[src/rtl/acumulador_monedas.sv]
// acumulador_monedas: coin credit accumulator, purchase charge and change payout.
// Define ACUM_DEBOUNCE_EN to add a per-bit debounce filter on the coin inputs.
module acumulador_monedas #(
  parameter int unsigned VAL0        = 1,
  parameter int unsigned VAL1        = 2,
  parameter int unsigned VAL2        = 5,
  parameter int unsigned VAL3        = 10,
  parameter int unsigned MAX_CREDITO = 15,
  parameter int unsigned PULSE_GAP   = 4
`ifdef ACUM_DEBOUNCE_EN
  ,
  parameter int unsigned DEBOUNCE_CYCLES = 16
`endif
) (
  input  logic       clk,
  input  logic       rst,
  input  logic [3:0] Monedas,
  input  logic [3:0] precio,
  input  logic       compra_aceptada,
  input  logic       cancelar,
  output logic [3:0] Acumulador_Monedas,
  output logic       moneda_rechazada,
  output logic       vuelto_pulso,
  output logic       ocupado
);

  typedef enum logic [1:0] {
    IDLE,
    CREDITO,
    COBRO,
    VUELTO
  } state_t;

  localparam int GW = $clog2(PULSE_GAP);
  localparam logic [GW-1:0] GAP_RELOAD = GW'(PULSE_GAP - 1);

  logic [3:0] sync1_q, sync2_q, prev_q, lvl, rise;
  logic ca_q, ca_prev_q, cn_q, cn_prev_q;
  logic ca_rise, cn_rise;

  state_t state_q, state_d;
  logic [3:0] credito_q, credito_d, cred_coin;
  logic [GW-1:0] gap_q, gap_d;
  logic rech_q, rech_d, pulso_q, pulso_d, ocup_q;

  logic [4:0] coin_val, suma;
  logic coin_any, coin_ok;

  always_ff @(posedge clk) begin
    if (rst) begin
      sync1_q   <= '0;
      sync2_q   <= '0;
      prev_q    <= '0;
      ca_q      <= 1'b0;
      ca_prev_q <= 1'b0;
      cn_q      <= 1'b0;
      cn_prev_q <= 1'b0;
    end else begin
      sync1_q   <= Monedas;
      sync2_q   <= sync1_q;
      prev_q    <= lvl;
      ca_q      <= compra_aceptada;
      ca_prev_q <= ca_q;
      cn_q      <= cancelar;
      cn_prev_q <= cn_q;
    end
  end

`ifdef ACUM_DEBOUNCE_EN
  localparam int DW = $clog2(DEBOUNCE_CYCLES + 1);
  logic [3:0]    filt_q;
  logic [DW-1:0] cnt_q [4];

  // Filtered level flips only after a run of consecutive differing samples.
  always_ff @(posedge clk) begin
    if (rst) begin
      filt_q <= '0;
      for (int i = 0; i < 4; i++) cnt_q[i] <= '0;
    end else begin
      for (int i = 0; i < 4; i++) begin
        if (sync2_q[i] == filt_q[i]) begin
          cnt_q[i] <= '0;
        end else if (cnt_q[i] == DW'(DEBOUNCE_CYCLES - 1)) begin
          filt_q[i] <= sync2_q[i];
          cnt_q[i]  <= '0;
        end else begin
          cnt_q[i] <= cnt_q[i] + 1'b1;
        end
      end
    end
  end

  assign lvl = filt_q;
`else
  assign lvl = sync2_q;
`endif

  assign rise    = lvl & ~prev_q;
  assign ca_rise = ca_q & ~ca_prev_q;
  assign cn_rise = cn_q & ~cn_prev_q;

  always_comb begin
    coin_val = '0;
    case (rise)
      4'b0001: coin_val = 5'(VAL0);
      4'b0010: coin_val = 5'(VAL1);
      4'b0100: coin_val = 5'(VAL2);
      4'b1000: coin_val = 5'(VAL3);
      default: coin_val = '0;
    endcase
    coin_any = |rise;
    suma     = {1'b0, credito_q} + coin_val;
    coin_ok  = $onehot(rise) && (suma <= 5'(MAX_CREDITO));
  end

  always_comb begin
    state_d   = state_q;
    credito_d = credito_q;
    gap_d     = gap_q;
    rech_d    = coin_any;
    pulso_d   = 1'b0;
    cred_coin = coin_ok ? suma[3:0] : credito_q;
    unique case (state_q)
      IDLE, CREDITO: begin
        // Coin is applied first; cancel/purchase see the updated credit.
        rech_d    = coin_any && !coin_ok;
        credito_d = cred_coin;
        state_d   = (cred_coin != 4'd0) ? CREDITO : IDLE;
        if (cn_rise) begin
          if (cred_coin != 4'd0) begin
            state_d   = VUELTO;
            credito_d = cred_coin - 4'd1;
            pulso_d   = 1'b1;
            gap_d     = GAP_RELOAD;
          end
        end else if (ca_rise && (cred_coin >= precio)) begin
          state_d   = COBRO;
          credito_d = cred_coin - precio;
        end
      end
      COBRO: begin
        if (credito_q != 4'd0) begin
          state_d   = VUELTO;
          credito_d = credito_q - 4'd1;
          pulso_d   = 1'b1;
          gap_d     = GAP_RELOAD;
        end else begin
          state_d = IDLE;
        end
      end
      VUELTO: begin
        if (credito_q == 4'd0) begin
          state_d = IDLE;
        end else if (gap_q == '0) begin
          credito_d = credito_q - 4'd1;
          pulso_d   = 1'b1;
          gap_d     = GAP_RELOAD;
        end else begin
          gap_d = gap_q - 1'b1;
        end
      end
      default: state_d = IDLE;
    endcase
  end

  always_ff @(posedge clk) begin
    if (rst) begin
      state_q   <= IDLE;
      credito_q <= '0;
      gap_q     <= '0;
      rech_q    <= 1'b0;
      pulso_q   <= 1'b0;
      ocup_q    <= 1'b0;
    end else begin
      state_q   <= state_d;
      credito_q <= credito_d;
      gap_q     <= gap_d;
      rech_q    <= rech_d;
      pulso_q   <= pulso_d;
      ocup_q    <= (state_d == COBRO) || (state_d == VUELTO);
    end
  end

  assign Acumulador_Monedas = credito_q;
  assign moneda_rechazada   = rech_q;
  assign vuelto_pulso       = pulso_q;
  assign ocupado            = ocup_q;

endmodule

[config.mk]
export PLATFORM = sky130hd
export DESIGN_NAME = acumulador_monedas
export DESIGN_NICKNAME = d
export VERILOG_FILES = /design/src/rtl/acumulador_monedas.sv
export SDC_FILE = /design/constraint.sdc
export NUM_CORES = 1
export LEC_CHECK = 0
export BUFFER_PORTS_ARGS = -buffer_cell sky130_fd_sc_hd__buf_4
export CAP_MARGIN = 25
export CORE_UTILIZATION = 53
export DETAILED_ROUTE_END_ITERATION = 8
export PLACE_DENSITY = 0.73
export SETUP_SLACK_MARGIN = 0.5
export SLEW_MARGIN = 20
export SYNTH_ARGS = -nofsm -noshare
export SYNTH_HDL_FRONTEND = slang
export SYNTH_SLANG_ARGS = --single-unit
[constraint.sdc]
create_clock -name clk -period 12.7 [get_ports clk]
set_input_delay 0.635 -clock clk [delete_from_list [all_inputs] [get_ports clk]]
set_output_delay 0.635 -clock clk [all_outputs]
set_load 0.005 [all_outputs]
==> results.md <==
- Run status: finished clean
- FF-to-FF path depth: 17
- Worst setup skew after layout: 0.00194 ns
- Arrival time of data at the critical path endpoint: 4.91 ns
- Cell-internal power: 0.000207 W
- Clock transition at path regs: 0.15 ns
- Synthesized area divided by synthesized cell count: 9.42 um2
- Post-synthesis net count: 205
- Synthesis warning total: 0
- ANT cells: 0
- Post-Syn Area: 0.00167 mm2
- Die footprint: 0.00337 mm2
- Category of the worst setup path launch point: register
- Sequential element share of the synthesized area: 32.4%
- Number of enable-type register cells in the synthesized netlist: 0
- Hold buffers post-CTS: 0
- Number of placed I/O pins: 19
- Critical path capture point type: register
- Vias: 1286
- GRT Resource Usage Total: 19.7%
- Gate power share: 55.6%
- Die height: 58.1 um
- H-tree depth reported by CTS: 1
- Top_reg_cell synth: sky130_fd_sc_hd__dfxtp_1
- Clock period minus final worst setup slack: 4.66 ns
- Site row count: 19
- Worst-Skew Late Latency: 0.32 ns
- Clock sink count: 27
- Classification of the worst-slack hold path: reg -> reg
- Overall power after layout: 0.000362 W
- Sum of overflow across all layers after global routing: 0
- Data required, critical path: 12.96 ns
- Total net switching power: 0.000155 W
- Area inside the core boundary: 0.00288 mm2
- Instance count along the most critical hold path: 1
- Deepest clock path buffer count: 2
- Maximum fanout along the worst path: 8
- Number of buffers inserted to repair setup after CTS: 0
- Setup TNS: 0 ns
- Number of remaining DRC errors: 0
- # nets final: 221
- Post-synthesis async set-or-reset flop share: 0%
- Ratio of cells with drive above 1 in the final layout: 17.2%
- Total iterations of the first detailed-routing run: 4
- Clock Power Share: 10.4%
- Fraction of power spent switching nets: 42.9%
- Flip-flop and latch count after synthesis: 27
- Highest clock frequency the design can meet: 215 MHz
- Synthesized netlist cell count: 177
- TritonCTS Buffers: 3
- Peak VDD IR: 0.000115 V
- Last weighted congestion value of the routability-driven placer: 0.902
- Max-cap check violation count: 0
- Number of vias per cell after detailed routing: 5.50
- RSZ-0062 raised after global routing: no
- Final setup viols: 0
- Least-Margin Pin Slew: 0.597 ns
- Global-route wire length before repair: 5180 um
- Die X: 58.1 um
- DRC violation total after the first TritonRoute iteration: 52
- Cell leakage power: 0.833 nW
- Maximum number of pins on one net before global-route repair: 29
- Synth-to-Final Area Change: 10.1%
- Final hold viol count: 0
- Total of cells resized after clock tree synthesis: 0
- Clock tree from TritonCTS: yes
- Sequential power share: 34.0%
- Power Dens Cells: 197 mW/mm2
- Synth cell types: 45
- Cell at the root of the clock tree: sky130_fd_sc_hd__clkbuf_4
- DRT antenna net count: 0
- Effective utilization at floorplan: 57.9%
- Slew headroom: 60.1%
- Number of antenna violations at the first check in global routing: 0
- Worst setup path category: reg -> reg
- Detailed placement HPWL: 2390 um
- Max-slew violation count: 0
- Period utilisation layout: 36.7%
- Port Buffer Count: 18
- Vias in the first global route: 1214
- Final WL: 3010 um
- Wire per inst: 12.9 um
synth_stat cells, types with 2 or more instances:
cell type                  count  area (um2)
sky130_fd_sc_hd__xnor2_1       6        52.6
sky130_fd_sc_hd__ha_1         14         175
sky130_fd_sc_hd__or4b_4        2        27.5
sky130_fd_sc_hd__mux2i_1       4        40.0
sky130_fd_sc_hd__nand2b_1      2        12.5
sky130_fd_sc_hd__nand2_1       6        22.5
sky130_fd_sc_hd__nand3b_1      2        15.0
sky130_fd_sc_hd__a221oi_1      3        26.3
sky130_fd_sc_hd__inv_1        11        41.3
sky130_fd_sc_hd__fa_1          2        40.0
sky130_fd_sc_hd__o21ai_0       6        30.0
sky130_fd_sc_hd__a21oi_1       5        25.0
sky130_fd_sc_hd__a22o_1        2        17.5
sky130_fd_sc_hd__clkbuf_1      4        15.0
sky130_fd_sc_hd__o21a_1        2        15.0
sky130_fd_sc_hd__nand4b_1      2        17.5
sky130_fd_sc_hd__a21o_1        5        37.5
sky130_fd_sc_hd__dfxtp_1      27         541
sky130_fd_sc_hd__or2_2         2        12.5
sky130_fd_sc_hd__nor3b_1       3        22.5
sky130_fd_sc_hd__nor2_1       11        41.3
sky130_fd_sc_hd__nor3_1        7        35.0
sky130_fd_sc_hd__nor2b_1      24         150
sky130_fd_sc_hd__xor2_1        3        26.3
sky130_fd_sc_hd__a31oi_1       2        12.5
routing by layer:
metal	vias up	global-route usage [%]	share of wire (%)
met5	-	0	0
met1	595	26.3	49
met4	0	5.78	0.76
met3	4	2.68	3.3
li1	659	-	-
met2	28	33.3	47
final cells by class:
| type | instances | area, um2 |
|---|---|---|
| timing repair buffer | 18 | 135 |
| clock inverter | 1 | 7.51 |
| inverter | 11 | 41.3 |
| tap | 42 | 52.6 |
| fill | 239 | 1040 |
| sequential | 27 | 541 |
| clock buffer | 3 | 22.5 |
| multi-input combinational | 132 | 1040 |
worst max-delay path: stages, from the launching register on:
cell and delay (ns):
sky130_fd_sc_hd__dfxtp_1 0.34, sky130_fd_sc_hd__nor2b_1 0.41, sky130_fd_sc_hd__xnor2_1 0.18, sky130_fd_sc_hd__ha_1 0.25, sky130_fd_sc_hd__ha_1 0.19, sky130_fd_sc_hd__ha_1 0.28
sky130_fd_sc_hd__or4b_4 0.57, sky130_fd_sc_hd__a21oi_4 0.28, sky130_fd_sc_hd__mux2i_1 0.39, sky130_fd_sc_hd__ha_1 0.23, sky130_fd_sc_hd__inv_1 0.05, sky130_fd_sc_hd__fa_1 0.39
sky130_fd_sc_hd__a21oi_1 0.13, sky130_fd_sc_hd__o211a_1 0.31, sky130_fd_sc_hd__nor2_1 0.07, sky130_fd_sc_hd__a211oi_1 0.21, sky130_fd_sc_hd__nor2_1 0.08, sky130_fd_sc_hd__a221oi_2 0.22
state kept, by name, indices dropped and copies added, names as in the netlist:
register,flops
ca_prev_q,1
moneda_rechazada,1
gap_q,2
cn_q,1
ca_q,1
vuelto_pulso,1
state_q,2
sync1_q,4
ocupado,1
Acumulador_Monedas,4
prev_q,4
lvl,4
cn_prev_q,1
through the flow:
stage	area (um2)	utilization [%]	setup WS, ns	instances	hold WS (ns)
global route	1840	63.8	7.71	234	0.471
finish	1840	63.8	8.04	234	0.455
global placement	1810	62.8	8.25	230	0.418
detailed placement	1810	62.8	8.09	230	0.424
floorplan	1670	-	8.33	177	0.414
CTS	1840	63.8	8.04	234	0.458
cell families after synthesis:
group	synth area share, %
flops	32.4
buf+inv	5.41
compound gates	17.0
mux	3.23
fa+ha+maj	12.9
xor+xnor	4.73
simple gates	24.2
power by group through the flow:
stage | clock network [W] | registers [W] | logic, W
after detailed placement | 0 | 0.000125 | 0.000200
final | 0.0000377 | 0.000123 | 0.000201
after global routing | 0.0000420 | 0.000126 | 0.000227
after global placement | 0 | 0.000123 | 0.000194
after CTS | 0.0000392 | 0.000123 | 0.000202
after floorplan | 0 | 0.000117 | 0.000157
final timing paths:
kind,end,slack [ns],startpoint
setup / recovery,Acumulador_Monedas[1],8.04,lvl[1]
hold / removal,lvl[0],0.45,sync1_q[0]
setup reg to reg,Acumulador_Monedas[1],8.04,lvl[1]
hold reg to reg,lvl[0],0.45,sync1_q[0]
placed cells by master (no fill, tap or decap), types with 3 or more instances in the layout:
cell                       instances
sky130_fd_sc_hd__nor3b_1           3
sky130_fd_sc_hd__a21oi_1           5
sky130_fd_sc_hd__a21o_1            5
sky130_fd_sc_hd__xor2_1            3
sky130_fd_sc_hd__nor3_1            7
sky130_fd_sc_hd__inv_1            11
sky130_fd_sc_hd__nand2_1           6
sky130_fd_sc_hd__buf_4            18
sky130_fd_sc_hd__ha_1             14
sky130_fd_sc_hd__xnor2_1           6
sky130_fd_sc_hd__clkbuf_4          3
sky130_fd_sc_hd__dfxtp_1          27
sky130_fd_sc_hd__mux2i_1           4
sky130_fd_sc_hd__nor2b_1          24
sky130_fd_sc_hd__nor2_1           11
sky130_fd_sc_hd__a221oi_1          3
sky130_fd_sc_hd__o21ai_0           6
(Power assumes the default switching activity.)
